`config.mk`:
```
export PLATFORM = sky130hd
export DESIGN_NAME = fir_mac_sequencer_flat
export DESIGN_NICKNAME = d
export VERILOG_FILES = /design/src/rtl/fir_mac_if.sv /design/src/rtl/fir_mac_sequencer.sv /design/src/flat_wrapper.sv
export SDC_FILE = /design/constraint.sdc
export NUM_CORES = 1
export LEC_CHECK = 0
export ABC_AREA = 1
export BUFFER_PORTS_ARGS = -buffer_cell sky130_fd_sc_hd__buf_4
export CAP_MARGIN = 20
export CORE_MARGIN = 3
export CORE_UTILIZATION = 30
export DETAILED_ROUTE_END_ITERATION = 8
export PLACE_DENSITY = 0.46
export SETUP_SLACK_MARGIN = 0.4
export SLEW_MARGIN = 5
export SYNTH_ARGS = -nofsm -noshare
export SYNTH_HDL_FRONTEND = slang
export SYNTH_SLANG_ARGS = --single-unit
export TNS_END_PERCENT = 5
```
`constraint.sdc`:
```
create_clock -name clk -period 7.9 [get_ports clk]
set_input_delay 0 -clock clk [delete_from_list [all_inputs] [get_ports clk]]
set_output_delay 0 -clock clk [all_outputs]
set_load 0.02 [all_outputs]
```
`src/rtl/fir_mac_if.sv`:
```
// Sample stream and coefficient-write bundle for the time-multiplexed FIR.
// The slave side is the filter; the master side is the sample source/host.
interface fir_mac_if #(
   parameter int NB_INPUT  = 8,
   parameter int NB_COEFF  = 8,
   parameter int NB_OUTPUT = 8,
   parameter int NB_ADDR   = 2
);
   logic                 i_valid;
   logic [NB_INPUT-1:0]  i_is_data;
   logic                 o_ready;
   logic                 o_valid;
   logic [NB_OUTPUT-1:0] o_os_data;
   logic                 i_coef_we;
   logic [NB_ADDR-1:0]   i_coef_addr;
   logic [NB_COEFF-1:0]  i_coef_data;

   modport slave (
      input  i_valid, i_is_data, i_coef_we, i_coef_addr, i_coef_data,
      output o_ready, o_valid, o_os_data
   );

   modport master (
      output i_valid, i_is_data, i_coef_we, i_coef_addr, i_coef_data,
      input  o_ready, o_valid, o_os_data
   );
endinterface

```
`src/rtl/fir_mac_sequencer.sv`:
```
// Time-multiplexed FIR: one shared multiply-accumulate walks NTAPS taps per
// accepted sample, then saturates the sum into the output format.
//
// state | meaning
// IDLE  | waiting for a sample; coefficient writes allowed
// MAC   | one tap per enabled edge, result and pulse on the last tap
module fir_mac_sequencer #(
   parameter int NB_INPUT   = 8,
   parameter int NBF_INPUT  = 7,
   parameter int NB_COEFF   = 8,
   parameter int NBF_COEFF  = 7,
   parameter int NB_OUTPUT  = 8,
   parameter int NBF_OUTPUT = 7,
   parameter int NTAPS      = 4,
   parameter int NB_ADDR    = 2
) (
   input  logic     clk,
   input  logic     i_srst,
   input  logic     i_en,
   fir_mac_if.slave bus
);

   localparam int NB_PROD = NB_INPUT + NB_COEFF;
   localparam int NB_ADD  = NB_PROD + 2;
   localparam int NBF_ADD = NBF_INPUT + NBF_COEFF;
   localparam int NB_SAT  = (NB_ADD - NBF_ADD) - (NB_OUTPUT - NBF_OUTPUT);
   localparam int NSLOT   = 1 << NB_ADDR;

   localparam logic [NB_ADDR-1:0]   LAST_TAP = NB_ADDR'(NTAPS - 1);
   localparam logic [NB_ADDR:0]     NTAPS_W  = (NB_ADDR + 1)'(NTAPS);
   localparam logic [NB_OUTPUT-1:0] OUT_MIN  = {1'b1, {(NB_OUTPUT-1){1'b0}}};
   localparam logic [NB_OUTPUT-1:0] OUT_MAX  = {1'b0, {(NB_OUTPUT-1){1'b1}}};

   typedef enum logic {IDLE, MAC} state_t;

   state_t                      state_q, state_d;
   logic [NB_ADDR-1:0]          cnt_q;
   logic signed [NB_ADD-1:0]    acc_q;
   logic [NB_INPUT-1:0]         x_q    [NSLOT];
   logic [NB_COEFF-1:0]         coef_q [NSLOT];
   logic [NB_OUTPUT-1:0]        out_q;
   logic                        valid_q;

   logic                        ready;
   logic                        accept;
   logic                        last_tap;
   logic                        coef_wr;
   logic [NB_COEFF-1:0]         coef_sel;
   logic [NB_INPUT-1:0]         x_sel;
   logic signed [NB_PROD-1:0]   coef_ext, x_ext, prod;
   logic signed [NB_ADD-1:0]    sum;
   logic [NB_SAT:0]             sum_top;
   logic [NB_OUTPUT-1:0]        sat_val;

   // Defaults -1, 1/2, -1/4, 1/8 scaled to the coefficient's fractional bits.
   function automatic logic [NB_COEFF-1:0] coef_default(input int k);
      case (k)
         0:       return NB_COEFF'(-(1 << NBF_COEFF));
         1:       return NB_COEFF'(1 << (NBF_COEFF - 1));
         2:       return NB_COEFF'(-(1 << (NBF_COEFF - 2)));
         3:       return NB_COEFF'(1 << (NBF_COEFF - 3));
         default: return '0;
      endcase
   endfunction

   // state register
   always_ff @(posedge clk) begin
      if (i_srst) state_q <= IDLE;
      else        state_q <= state_d;
   end

   // next-state logic
   always_comb begin
      state_d = state_q;
      if (i_en) begin
         case (state_q)
            IDLE:    if (accept)   state_d = MAC;
            MAC:     if (last_tap) state_d = IDLE;
            default:               state_d = IDLE;
         endcase
      end
   end

   // output logic
   always_comb begin
      ready = 1'b0;
      if (state_q == IDLE) ready = i_en;
   end

   assign accept   = bus.i_valid & ready;
   assign last_tap = (cnt_q == LAST_TAP);
   assign coef_wr  = bus.i_coef_we & i_en & (state_q == IDLE) &
                     ({1'b0, bus.i_coef_addr} < NTAPS_W);

   assign coef_sel = coef_q[cnt_q];
   assign x_sel    = x_q[cnt_q];
   assign coef_ext = {{NB_INPUT{coef_sel[NB_COEFF-1]}}, coef_sel};
   assign x_ext    = {{NB_COEFF{x_sel[NB_INPUT-1]}}, x_sel};
   assign prod     = coef_ext * x_ext;
   assign sum      = acc_q + {{(NB_ADD-NB_PROD){prod[NB_PROD-1]}}, prod};
   assign sum_top  = sum[NB_ADD-1 -: NB_SAT+1];

   // Integer guard bits must all agree with the sign, otherwise clip.
   always_comb begin
      sat_val = sum[NB_ADD-NB_SAT-1 -: NB_OUTPUT];
      if ((sum_top != '0) && (sum_top != '1))
         sat_val = sum[NB_ADD-1] ? OUT_MIN : OUT_MAX;
   end

   always_ff @(posedge clk) begin
      if (i_srst) begin
         cnt_q   <= '0;
         acc_q   <= '0;
         out_q   <= '0;
         valid_q <= 1'b0;
         for (int k = 0; k < NSLOT; k++) begin
            x_q[k]    <= '0;
            coef_q[k] <= (k < NTAPS) ? coef_default(k) : '0;
         end
      end else if (i_en) begin
         valid_q <= 1'b0;
         if (coef_wr) coef_q[bus.i_coef_addr] <= bus.i_coef_data;
         case (state_q)
            IDLE: begin
               if (accept) begin
                  x_q[0] <= bus.i_is_data;
                  for (int k = 1; k < NTAPS; k++) x_q[k] <= x_q[k-1];
                  acc_q <= '0;
                  cnt_q <= '0;
               end
            end
            MAC: begin
               acc_q <= sum;
               cnt_q <= cnt_q + 1'b1;
               if (last_tap) begin
                  out_q   <= sat_val;
                  valid_q <= 1'b1;
               end
            end
            default: ;
         endcase
      end
   end

   assign bus.o_ready   = ready;
   assign bus.o_valid   = valid_q;
   assign bus.o_os_data = out_q;

endmodule

```
`src/flat_wrapper.sv`:
```
// flat-port wrapper written by rule: the top's interface ports become plain ports
module fir_mac_sequencer_flat 
#(
   parameter int NB_INPUT   = 8,
   parameter int NBF_INPUT  = 7,
   parameter int NB_COEFF   = 8,
   parameter int NBF_COEFF  = 7,
   parameter int NB_OUTPUT  = 8,
   parameter int NBF_OUTPUT = 7,
   parameter int NTAPS      = 4,
   parameter int NB_ADDR    = 2
)
  (clk, i_srst, i_en, bus_i_valid, bus_i_is_data, bus_i_coef_we, bus_i_coef_addr, bus_i_coef_data, bus_o_ready, bus_o_valid, bus_o_os_data);
  fir_mac_if #(.NB_INPUT(NB_INPUT), .NB_COEFF(NB_COEFF), .NB_OUTPUT(NB_OUTPUT), .NB_ADDR(NB_ADDR)) bus_i ();
  input  logic clk;
  input  logic i_srst;
  input  logic i_en;
  input wire logic [$bits(bus_i.i_valid)-1:0] bus_i_valid;
  input wire logic [$bits(bus_i.i_is_data)-1:0] bus_i_is_data;
  input wire logic [$bits(bus_i.i_coef_we)-1:0] bus_i_coef_we;
  input wire logic [$bits(bus_i.i_coef_addr)-1:0] bus_i_coef_addr;
  input wire logic [$bits(bus_i.i_coef_data)-1:0] bus_i_coef_data;
  output wire logic [$bits(bus_i.o_ready)-1:0] bus_o_ready;
  output wire logic [$bits(bus_i.o_valid)-1:0] bus_o_valid;
  output wire logic [$bits(bus_i.o_os_data)-1:0] bus_o_os_data;
  assign bus_i.i_valid = bus_i_valid;
  assign bus_i.i_is_data = bus_i_is_data;
  assign bus_i.i_coef_we = bus_i_coef_we;
  assign bus_i.i_coef_addr = bus_i_coef_addr;
  assign bus_i.i_coef_data = bus_i_coef_data;
  assign bus_o_ready = bus_i.o_ready;
  assign bus_o_valid = bus_i.o_valid;
  assign bus_o_os_data = bus_i.o_os_data;
  fir_mac_sequencer #(.NB_INPUT(NB_INPUT), .NBF_INPUT(NBF_INPUT), .NB_COEFF(NB_COEFF), .NBF_COEFF(NBF_COEFF), .NB_OUTPUT(NB_OUTPUT), .NBF_OUTPUT(NBF_OUTPUT), .NTAPS(NTAPS), .NB_ADDR(NB_ADDR)) u_core (.clk(clk), .i_srst(i_srst), .i_en(i_en), .bus(bus_i));
endmodule
```
==> flow_metrics.env <==
export IMPL_worstMarginPinSlew_ps=960.9
export IMPL_gr_usage_all_layers_pct=14.62
export IMPL_syn_avg_cell_area_sq_um=8.043
export IMPL_maxSlewViolCount=0
export IMPL_fp_dieW_microns=165.1
export IMPL_grt_ovfl_total=0
export IMPL_period_minus_slack_ps=6986
export IMPL_core_area_sq_mm=0.02460
export IMPL_crit_top_cell="inv_1"
export IMPL_antenna_found_initial=0
export IMPL_die_height_microns=165.1
export IMPL_synthDominantCellAreaShare_pct=25.31
export IMPL_postRouteWirelength_mm=18.72
export IMPL_critPathSlowestCell="fa_1"
export IMPL_cp_max_fo=7
export IMPL_netlist_area_sq_mm=0.007592
export IMPL_rsz0062_at_grt="no"
export IMPL_synthToLayoutAreaGrowth_pct=16.23
export IMPL_place_inst=1288
export IMPL_drc_errors=0
export IMPL_place_ws_ps=508.7
export IMPL_ys_ff_latch=96
export IMPL_synthTopCellsByArea="edfxtp_1 (25%), fa_1 (15%), inv_1 (9.6%), nand2_1 (9.0%), dfxtp_1 (8.4%)"
export IMPL_fin_ws_ps=913.6
export IMPL_fin_crit_sh_pct=88.43
export IMPL_grt_pass1_vias=6205
export IMPL_required_ps=8140
export IMPL_synthFlopType="edfxtp_1"
export IMPL_finalSetupViolCount=0
export IMPL_initial_core_util_pct=30.86
export IMPL_syn_nets=1070
export IMPL_diodes=0
export IMPL_relSlewSlack_pct=35.55
export IMPL_rows=57
export IMPL_worst_ep_arrival_time_ps=7230
export IMPL_dp_hpwl_mm=14.36
export IMPL_p_leak_nw=4.163
export IMPL_ios=33
export IMPL_ys_warn_count=0
export IMPL_syn_inst=944
export IMPL_yosys_area_top_type="edfxtp_1"
export IMPL_clock_fmax_mhz=143.1
export IMPL_dieArea_sq_mm=0.02725
export IMPL_grtUsageMet3_pct=1.996
export IMPL_peakVddDrop_mv=0.1707
export IMPL_power_mw=2.823
export IMPL_critPathLaunchType="flip-flop"
export IMPL_maxCapViolCount=0
export IMPL_hold_viol=0
export IMPL_yosysSeqAreaShare_pct=33.75
export IMPL_port_buffers=32
export IMPL_hold_class="in -> reg"
export IMPL_crit_type="reg -> reg"
export IMPL_fin_setup_tns_ps=0
export IMPL_routed_via_density=4.590
export IMPL_cts_buffers=9
export IMPL_powerDensity_mw_per_mm2=319.9
export IMPL_met1_usage_pct=20.93
export IMPL_gr_usage_met2_pct=23.54
export IMPL_grt_pass1_wl_mm=31.40
export IMPL_drtIter0Drc=420
export IMPL_cp_end_kind="flip-flop"
export IMPL_busiest_layer="met2"
export IMPL_layout_drive_gt1_share_pct=10.26
export IMPL_vias=6096
export IMPL_skew_ps=17.43
export IMPL_ant_nets=0
export IMPL_cts_htree_levels=3
export IMPL_yosysMostFrequentCell="inv_1"
export IMPL_tritoncts="done"
export IMPL_yosys_top_cells_count="inv_1 (194), nand2_1 (183), nor2_1 (137)"
export IMPL_cts_sinks=96
export IMPL_synth_edf_count=64
export IMPL_clk_pin_slew_worst_paths_ps=80
export IMPL_cts_path_max_buffers=2
export IMPL_holdWs_ps=25.43
export IMPL_status="finished clean"
export IMPL_grt_start_max_net_pins=34
export IMPL_cts_root_buf="clkbuf_16"
export IMPL_routedWlPerCell_microns=14.10
export IMPL_ys_async_sr_fraction_pct=0
export IMPL_final_cells=1328
export IMPL_fin_nets=1125
export IMPL_insertion_delay_ps=360
export IMPL_firstDrtPassIters=5
export IMPL_synth_distinct_cells=36
export IMPL_gp_congestion=0.8242
export IMPL_cp_slowest_stage_delay_ps=630
[layer usage]
metal,wire [microns],up-vias
met2,8454,105
met3,621,16
met5,0,-
li1,-,3077
met1,9415,2898
met4,229,0
[final timing paths]
| path | start | to | slack, ps | cells past startpoint |
|---|---|---|---|---|
| worst min-delay path | bus_i_coef_data[2] | u_core.coef_q[0][2] | 30 | 3 |
| worst max register to register | flip-flop | u_core.bus.o_os_data[3] | 910 | 32 |
| worst min register to register | u_core.acc_q[11] | u_core.acc_q[11] | 480 | 2 |
| worst max-delay path | flip-flop | u_core.bus.o_os_data[3] | 910 | 32 |
[sequential cells by signal (all words and copies together) (netlist names), named ones only]
| register | cells |
|---|---|
| u_core.coef_q | 32 |
| u_core.acc_q | 18 |
| u_core.bus.o_valid | 1 |
| u_core.x_q | 32 |
| u_core.bus.o_os_data | 8 |
| u_core.cnt_q | 2 |
| u_core.state_q | 1 |
[layout by cell type (no fill, tap or decap), types with 19 or more instances in the layout]
cell type | synthesis | final
o21ai_0 | 25 | 24
dlygate4sd3_1 | 0 | 19
a21oi_1 | 66 | 66
nand2_1 | 183 | 183
inv_1 | 194 | 193
nor2_1 | 137 | 137
nand3_1 | 31 | 31
edfxtp_1 | 64 | 64
fa_1 | 56 | 56
dfxtp_1 | 32 | 30
ha_1 | 47 | 47
buf_4 | 0 | 41
[per-stage QoR]
step	utilization [%]	area, sq um
after detailed placement	33.50	8243
after global routing	35.87	8825
after floorplan	-	7592
after CTS	35.59	8756
after global placement	33.42	8223
final	35.87	8825
[cell families after synthesis]
| kind of cell | count (synthesis) | synth area share, % |
|---|---|---|
| and+or+nand+nor | 383 | 21.06 |
| buffers and inverters | 219 | 10.89 |
| AOI/OAI and AO/OA | 125 | 9.707 |
| adders and majority gates | 103 | 22.51 |
| DFF | 96 | 33.75 |
| xor gates and xnor gates | 18 | 2.076 |
[critical path, delay by kind of cell (launching register included)]
family	cells	cell delay, ps
fa+ha+maj	6	2930
flops	1	450
simple gates	10	1030
buf+inv	8	1030
compound gates	7	1180
xor+xnor	1	240
[cell type report]
| cell class | count | area (sq um) |
|---|---|---|
| fill | 2623 | 15780 |
| multi-input combinational | 629 | 4242 |
| sequential | 96 | 2567 |
| inverter | 200 | 754.5 |
| timing repair buffer | 61 | 518.0 |
| tap | 324 | 405.4 |
| clock buffer | 9 | 225.2 |
| clock inverter | 7 | 97.59 |
| timing repair inverter | 2 | 15.01 |
[report_power, final]
group / switching, mW / internal, mW / leakage [nW]
clock: 0.230 / 0.257 / 0.158
sequential: 0.0195 / 0.567 / 0.926
combinational: 1.14 / 0.610 / 3.08
total: 1.39 / 1.43 / 4.16
[what timing repair did]
action,in CTS,in global routing
endpoints found under the setup margin,0,12
gates resized for setup,0,9
hold buffers,19,0
hold endpoints to repair,38,0
buffers inserted,0,3
No activity file was read; power rests on OpenSTA's default activity.
